**src/rtl/mc_control_fsm.sv**
```systemverilog
// Multi-cycle MIPS main control: Moore FSM sequencing fetch/decode/execute/mem/write-back.
// Optional j support is enabled by defining MC_CONTROL_JUMP_EN.
module mc_control_fsm (
  input  logic        clk,
  input  logic        rst,
  input  logic [5:0]  opcode,
  input  logic [5:0]  funct,
  input  logic        mem_ready,
  output logic        PCWrite,
  output logic        PCWriteCond,
  output logic        IorD,
  output logic        MemRead,
  output logic        MemWrite,
  output logic        IRWrite,
  output logic        MemtoReg,
  output logic        RegDst,
  output logic        RegWrite,
  output logic        ALUSrcA,
  output logic        ZeroExt,
  output logic [1:0]  ALUSrcB,
  output logic [1:0]  PCSource,
  output logic [1:0]  ALUOp,
  output logic [5:0]  alu_funct,
  output logic        illegal_op,
  output logic [3:0]  state,
  output logic [31:0] instr_retired
);

  localparam int unsigned STATE_W = 4;
  localparam int unsigned CNT_W   = 32;

  localparam logic [3:0] S_IDLE   = 4'd0;
  localparam logic [3:0] S_FETCH  = 4'd1;
  localparam logic [3:0] S_DECODE = 4'd2;
  localparam logic [3:0] S_MEMADR = 4'd3;
  localparam logic [3:0] S_MEMRD  = 4'd4;
  localparam logic [3:0] S_MEMWB  = 4'd5;
  localparam logic [3:0] S_MEMWR  = 4'd6;
  localparam logic [3:0] S_REX    = 4'd7;
  localparam logic [3:0] S_RWB    = 4'd8;
  localparam logic [3:0] S_BEQ    = 4'd9;
  localparam logic [3:0] S_IEX    = 4'd10;
  localparam logic [3:0] S_IWB    = 4'd11;
`ifdef MC_CONTROL_JUMP_EN
  localparam logic [3:0] S_JUMP   = 4'd12;
  localparam logic [5:0] OP_J     = 6'b000010;
`endif

  localparam logic [5:0] OP_RTYPE = 6'b000000;
  localparam logic [5:0] OP_LW    = 6'b100011;
  localparam logic [5:0] OP_SW    = 6'b101011;
  localparam logic [5:0] OP_BEQ   = 6'b000100;
  localparam logic [5:0] OP_ADDI  = 6'b001000;
  localparam logic [5:0] OP_ANDI  = 6'b001100;
  localparam logic [5:0] OP_ORI   = 6'b001101;

  localparam logic [5:0] FN_ADD   = 6'b100000;
  localparam logic [5:0] FN_AND   = 6'b100100;
  localparam logic [5:0] FN_OR    = 6'b100101;

  logic [STATE_W-1:0] next_state;
  logic               retire;

  // State register; reset aborts any in-flight instruction
  always_ff @(posedge clk or posedge rst) begin
    if (rst) state <= S_IDLE;
    else     state <= next_state;
  end

  // Retired-instruction counter, bumped on every completing return to FETCH
  always_ff @(posedge clk or posedge rst) begin
    if (rst)         instr_retired <= '0;
    else if (retire) instr_retired <= instr_retired + CNT_W'(1);
  end

  // Next-state and Moore output decode
  always_comb begin
    next_state  = S_IDLE;
    retire      = 1'b0;
    PCWrite     = 1'b0;
    PCWriteCond = 1'b0;
    IorD        = 1'b0;
    MemRead     = 1'b0;
    MemWrite    = 1'b0;
    IRWrite     = 1'b0;
    MemtoReg    = 1'b0;
    RegDst      = 1'b0;
    RegWrite    = 1'b0;
    ALUSrcA     = 1'b0;
    ZeroExt     = 1'b0;
    ALUSrcB     = 2'b00;
    PCSource    = 2'b00;
    ALUOp       = 2'b00;
    alu_funct   = 6'b000000;
    illegal_op  = 1'b0;

    case (state)
      S_IDLE: next_state = S_FETCH;

      S_FETCH: begin
        MemRead    = 1'b1;
        ALUSrcB    = 2'b01;
        PCWrite    = mem_ready;
        IRWrite    = mem_ready;
        next_state = mem_ready ? S_DECODE : S_FETCH;
      end

      S_DECODE: begin
        ALUSrcB = 2'b11;
        case (opcode)
          OP_LW, OP_SW:              next_state = S_MEMADR;
          OP_RTYPE:                  next_state = S_REX;
          OP_BEQ:                    next_state = S_BEQ;
          OP_ADDI, OP_ANDI, OP_ORI:  next_state = S_IEX;
`ifdef MC_CONTROL_JUMP_EN
          OP_J:                      next_state = S_JUMP;
`endif
          default: begin
            illegal_op = 1'b1;
            next_state = S_FETCH;
          end
        endcase
      end

      S_MEMADR: begin
        ALUSrcA    = 1'b1;
        ALUSrcB    = 2'b10;
        next_state = (opcode == OP_SW) ? S_MEMWR : S_MEMRD;
      end

      S_MEMRD: begin
        MemRead    = 1'b1;
        IorD       = 1'b1;
        next_state = mem_ready ? S_MEMWB : S_MEMRD;
      end

      S_MEMWB: begin
        RegWrite   = 1'b1;
        MemtoReg   = 1'b1;
        retire     = 1'b1;
        next_state = S_FETCH;
      end

      S_MEMWR: begin
        MemWrite   = 1'b1;
        IorD       = 1'b1;
        retire     = mem_ready;
        next_state = mem_ready ? S_FETCH : S_MEMWR;
      end

      S_REX: begin
        ALUSrcA    = 1'b1;
        ALUOp      = 2'b10;
        alu_funct  = funct;
        next_state = S_RWB;
      end

      S_RWB: begin
        RegDst     = 1'b1;
        RegWrite   = 1'b1;
        retire     = 1'b1;
        next_state = S_FETCH;
      end

      S_BEQ: begin
        ALUSrcA     = 1'b1;
        ALUOp       = 2'b01;
        PCWriteCond = 1'b1;
        PCSource    = 2'b01;
        retire      = 1'b1;
        next_state  = S_FETCH;
      end

      // Immediate ops reuse the R-type ALU path with a synthesized funct
      S_IEX: begin
        ALUSrcA = 1'b1;
        ALUSrcB = 2'b10;
        ALUOp   = 2'b10;
        case (opcode)
          OP_ANDI: begin
            alu_funct = FN_AND;
            ZeroExt   = 1'b1;
          end
          OP_ORI: begin
            alu_funct = FN_OR;
            ZeroExt   = 1'b1;
          end
          default: alu_funct = FN_ADD;
        endcase
        next_state = S_IWB;
      end

      S_IWB: begin
        RegWrite   = 1'b1;
        retire     = 1'b1;
        next_state = S_FETCH;
      end

`ifdef MC_CONTROL_JUMP_EN
      S_JUMP: begin
        PCWrite    = 1'b1;
        PCSource   = 2'b10;
        retire     = 1'b1;
        next_state = S_FETCH;
      end
`endif

      default: next_state = S_IDLE;
    endcase
  end

endmodule

```
**config.mk**
```make
export PLATFORM = sky130hd
export DESIGN_NAME = mc_control_fsm
export DESIGN_NICKNAME = d
export VERILOG_FILES = /design/src/rtl/mc_control_fsm.sv
export SDC_FILE = /design/constraint.sdc
export NUM_CORES = 1
export LEC_CHECK = 0
export ABC_AREA = 1
export BUFFER_PORTS_ARGS = -buffer_cell sky130_fd_sc_hd__buf_2
export CAP_MARGIN = 20
export CORE_AREA = 2 2 135 84
export DETAILED_ROUTE_END_ITERATION = 12
export DIE_AREA = 0 0 137 86
export GPL_ROUTABILITY_DRIVEN = 0
export GPL_TIMING_DRIVEN = 0
export SYNTH_ARGS = -nofsm -noshare
export SYNTH_HDL_FRONTEND = slang
export SYNTH_SLANG_ARGS = --single-unit
export TNS_END_PERCENT = 10
```
**constraint.sdc**
```tcl
create_clock -name clk -period 4.16 [get_ports clk]
set_input_delay 0.832 -clock clk [delete_from_list [all_inputs] [get_ports clk]]
set_output_delay 0.832 -clock clk [all_outputs]
set_load 0.01 [all_outputs]
```
; ---- After elaboration in Yosys (flattened, before gate mapping)
; Index checks and enable logic that the tools add are counted.
[classes]
add_sub_neg = 1
n_eq_ne = 17
reduce_logical = 14
n_mux = 25
[ops]
columns = op, count
row1 = $add A32 B1 Y32 const B, 1
row2 = $pmux W4 S8, 1
row3 = $eq A6 B4 Y1 const B, 3
row4 = $eq A4 B3 Y1 const B, 4
row5 = $eq A4 B4 Y1 const B, 4
row6 = $pmux W4 S4, 1
row7 = $mux W1, 15
row8 = $eq A6 B6 Y1 const B, 2
row9 = $pmux W6 S2, 1
row10 = $reduce_or A2 Y1, 6
row11 = $eq A4 B2 Y1 const B, 2
row12 = $reduce_or A4 Y1, 2
row13 = $reduce_or A7 Y1, 1
row14 = $eq A6 B3 Y1 const B, 1
row15 = $logic_not A6 Y1, 1
row16 = $pmux W2 S3, 1
row17 = $pmux W3 S2, 1
row18 = $reduce_or A3 Y1, 2
row19 = $reduce_or A5 Y1, 1
row20 = $eq A4 B1 Y1 const B, 1
row21 = $logic_not A4 Y1, 1
row22 = $mux W2, 2
row23 = $pmux W2 S2, 1
row24 = $mux W3, 1
row25 = $pmux W1 S2, 1
[word_totals]
out_inout_bits = 60
regBits = 36

; ---- Logic depth before layout (Yosys ltp)
[logic_depth]
word_depth = 4
depth_mapped = 10
ltp_nobuf = 10

; ---- Least setup slack after synthesis
; OpenSTA, ideal clock, no wires.
[synth_path]
path_kind = input -> output
start = in opcode[5]
end = out alu_funct[0]
path_stages = 6
t_required_ps = 3328
slack_ps = 1813
path_buffers = 0
t_arrival_ps = 1515
cell_sequence = nor2_1 -> nor3b_1 -> nand2_1 -> inv_1 -> nand2_1 -> nand2_1
[synth_via]
elab_chain_len = 3
[synth_rtl]
columns = element, line
row1 = "start, declared", 6  ; input logic [5:0] opcode,
row2 = $eq A6 B4 Y1, 179  ; case (opcode)
row3 = $pmux W3 S2 *, 179
row4 = $pmux W6 S2 *, 97  ; case (state)
row5 = "end, declared", 23  ; output logic [5:0] alu_funct,
; Mark *: on every way between the ends. The rest lies on a longest branch, timed or not.

; ---- Worst setup path after layout
; Ends and elaborated chain as after synthesis.

==> results_tabular.tex <==
\begin{tabular}{lr}
\hline
Metric & Value \\
\hline
\multicolumn{2}{l}{\textbf{STA}} \\
Crit share post-route & 63.0\% \\
Slew headroom & 46.5\% \\
Setup Total Neg Slack & 0 ps \\
Post-route worst setup slack & 1540 ps \\
RSZ-0062 raised after global routing & false \\
Maximum clock skew at final layout & 6.56 ps \\
Max Slew Vio Count & 0 \\
Crit path time final & 2620 ps \\
Slew at the pin with the worst max-slew slack & 802 ps \\
Count of endpoints failing hold in the final timing report & 0 \\
Setup-failing EPs final & 0 \\
Hold Slack & 545 ps \\
Fmax achieved & 382 MHz \\
\multicolumn{2}{l}{\textbf{Cells and area}} \\
Layout-stage area growth over the synthesis result & 27.2\% \\
Final net count & 512 \\
Non-Filler Instances & 636 \\
Leading cell types in the layout, fill and taps excluded & 181 x sky130\_fd\_sc\_hd\_\_nand2\_1, 74 x sky130\_fd\_sc\_hd\_\_buf\_2, 64 x sky130\_fd\_sc\_hd\_\_nor2\_1 \\
Summed area of non-filler cells in the final layout & 0.00328 mm2 \\
Layout cell share with drive strength beyond 1 & 21.7\% \\
Antenna fix cells & 0 \\
Utilization after layout & 31.4\% \\
Most frequent standard cell in the layout excluding fill and tap cells & sky130\_fd\_sc\_hd\_\_nand2\_1 \\
\multicolumn{2}{l}{\textbf{Placed design}} \\
Number of placed cells counting well taps & 628 \\
Half-perimeter wire length after detailed placement & 6010 um \\
Count of port buffers added during placement & 73 \\
Placed standard-cell area & 0.00312 mm2 \\
Pre-CTS worst setup slack & 1550 ps \\
\multicolumn{2}{l}{\textbf{Worst setup path}} \\
Arrival time reported for the critical path endpoint & 1790 ps \\
CP required & 3330 ps \\
Setup CP Type & input pin to output port \\
Startpoint type of the worst setup path & input pin \\
Register-to-register path setup slack & 2310 ps \\
Launch point of the worst reg-to-reg path & instr\_retired[0] \\
Depth of the worst register-to-register path & 10 \\
Capturing element type of the critical path & output port \\
FF-to-FF End & instr\_retired[30] \\
Critical-path maximum fanout & 2 \\
\multicolumn{2}{l}{\textbf{Route}} \\
First DRT Iteration DRCs & 254 \\
Post-DR vias/cell & 4.27 \\
DRC viols & 0 \\
Via count & 2717 \\
WL per Instance & 11.8 um \\
Number of nets still failing antenna checks after routing & 0 \\
Count of TritonRoute iterations in the first routing pass & 5 \\
Detailed-route wire length & 7490 um \\
\multicolumn{2}{l}{\textbf{Pwr}} \\
Fraction of power consumed by the clock network & 30.5\% \\
Total power divided by cell area & 426 mW/mm2 \\
Register share of total power & 32.9\% \\
Comb power frac & 36.6\% \\
Power dissipated by switching net loads & 0.532 mW \\
Cell leakage power & 1.73 nW \\
Worst supply voltage drop on vdd & 0.156 mV \\
Total internal power & 0.865 mW \\
Final total power & 1.40 mW \\
Fraction of power spent switching nets & 38.1\% \\
\multicolumn{2}{l}{\textbf{Outcome}} \\
Run status & complete, no violations \\
\multicolumn{2}{l}{\textbf{GRT}} \\
Global-route usage over all layers & 13.6\% \\
Residual overflow from global routing & 0 \\
Number of antenna violations at the first check in global routing & 0 \\
Most used routing layer in global routing & met1 \\
GR met1 Demand/Resource & 20.3\% \\
Met3 global-route usage & 3.72\% \\
Met2 Usage GRT & 19.6\% \\
Vias in the first global route & 2528 \\
Maximum number of pins on one net before global-route repair & 37 \\
Wire length of the first global-routing pass & 12700 um \\
\multicolumn{2}{l}{\textbf{Floorplan}} \\
Starting Density & 24.7\% \\
Placeable Area & 0.0105 mm2 \\
Total die area & 0.0118 mm2 \\
Die span in y & 86 um \\
Chip Width & 137 um \\
Number of ports placed on the die boundary & 75 \\
Standard-cell row count & 29 \\
\multicolumn{2}{l}{\textbf{Clock tree}} \\
Number of gates resized after CTS & 0 \\
Clk pin slew, worst setup/hold paths & 50 ps \\
Clock tree sinks & 36 \\
Post-CTS Hold Fix Bufs & 0 \\
H-tree level count & 2 \\
Buffer depth of the longest clock path & 2 \\
Source-to-sink clock delay at the later pin of the worst-skew pair & 280 ps \\
\# Post-CTS Setup Buffers & 0 \\
Buffer type at the clock tree root & sky130\_fd\_sc\_hd\_\_clkbuf\_16 \\
CTS tree & yes \\
TritonCTS buffer count & 5 \\
\multicolumn{2}{l}{\textbf{Hold path}} \\
Hold-critical path endpoint & instr\_retired[22] \\
Worst hold start & instr\_retired[22] \\
Worst hold path class & register to register \\
Number of cells traversed by the worst hold path & 2 \\
\multicolumn{2}{l}{\textbf{Synth}} \\
Synthesized instance count & 416 \\
Number of distinct library cells after synthesis & 26 \\
Post-synth net total & 432 \\
Sequential share of the synthesized area & 34.9\% \\
Per-instance average area after synthesis & 6.20 um2 \\
Mapped Area & 0.00258 mm2 \\
Post-synthesis register bit count & 36 \\
Synth warn & 0 \\
\multicolumn{2}{l}{\textbf{Run}} \\
Max-capacitance violation count & 0 \\
\hline
\end{tabular}
## critical path: stages
cell and delay [ps]:
sky130_fd_sc_hd__buf_2 100, sky130_fd_sc_hd__nor2_1 140, sky130_fd_sc_hd__nor3b_1 300, sky130_fd_sc_hd__nand2_1 120, sky130_fd_sc_hd__inv_1 80, sky130_fd_sc_hd__nand2_1 50
sky130_fd_sc_hd__nand2_1 50, sky130_fd_sc_hd__buf_2 120
## worst max-delay path by stage
| stage | startpoint | end | slack, ps | depth (start not counted) |
|---|---|---|---|---|
| after global placement | opcode[5] | alu_funct[0] | 1580 | 8 |
| after global routing | opcode[5] | alu_funct[0] | 1310 | 8 |
| after floorplan | opcode[5] | alu_funct[0] | 1810 | 6 |
| after detailed placement | opcode[5] | illegal_op | 1550 | 7 |
| final | opcode[5] | alu_funct[0] | 1540 | 8 |
| after CTS | opcode[5] | illegal_op | 1540 | 7 |
## metal layers
layer,routed length [um],vias to the layer above
li1,-,1435
met1,3870,1217
met2,3090,63
met3,505,2
met4,19,0
met5,0,-
## power by group through the flow
stage	registers [mW]	logic [mW]	clock network, mW
floorplan	0.472	0.317	0
global placement	0.464	0.514	0
detailed placement	0.465	0.519	0
CTS	0.459	0.521	0.440
global route	0.469	0.574	0.456
finish	0.459	0.512	0.426
## synth_stat cells
master,instances,area (um2)
sky130_fd_sc_hd__nand3_1,18,90.1
sky130_fd_sc_hd__ha_1,1,12.5
sky130_fd_sc_hd__buf_2,1,5.00
sky130_fd_sc_hd__buf_6,4,45.0
sky130_fd_sc_hd__nor2_1,64,240
sky130_fd_sc_hd__nor2_2,6,37.5
sky130_fd_sc_hd__o21ai_0,6,30.0
sky130_fd_sc_hd__nand3b_1,9,67.6
sky130_fd_sc_hd__inv_1,44,165
sky130_fd_sc_hd__o21bai_1,1,7.51
sky130_fd_sc_hd__o21ai_1,2,10.0
sky130_fd_sc_hd__a21oi_1,1,5.00
sky130_fd_sc_hd__dfrtp_1,36,901
sky130_fd_sc_hd__nor3b_1,1,7.51
sky130_fd_sc_hd__a21oi_2,1,8.76
sky130_fd_sc_hd__nand4_1,9,56.3
sky130_fd_sc_hd__conb_1,1,3.75
sky130_fd_sc_hd__nor3_1,9,45.0
sky130_fd_sc_hd__nand3_2,1,10.0
sky130_fd_sc_hd__inv_2,3,11.3
sky130_fd_sc_hd__nand2_2,4,25.0
sky130_fd_sc_hd__xor2_2,1,16.3
sky130_fd_sc_hd__nand2_1,181,679
sky130_fd_sc_hd__buf_4,5,37.5
sky130_fd_sc_hd__nor2_4,1,11.3
sky130_fd_sc_hd__xor2_1,6,52.6
## logic make-up (layout without fill, tap and decap cells)
kind of cell | Yosys count | count (layout) | share of synthesized area [%]
AOI/OAI and AO/OA | 11 | 11 | 2.38
xor gates and xnor gates | 7 | 7 | 2.67
adders and majority gates | 1 | 1 | 0.485
buffers and inverters | 57 | 138 | 10.2
DFF | 36 | 36 | 34.9
other | 1 | 1 | 0.145
and+or+nand+nor | 303 | 303 | 49.2
## registers in the layout (all words and copies together) (netlist names)
register       count
state              4
instr_retired     32
## area by class of cell
cell class,instances,area [um2]
repair buffers,73,365
well taps,139,174
flip-flops and latches,36,901
clock buffers,6,129
clock inverters,2,35.0
inverters,47,176
multi-input cells,323,1420
plain buffers,10,87.6
fillers,1154,7170
(Power assumes the default switching activity.)
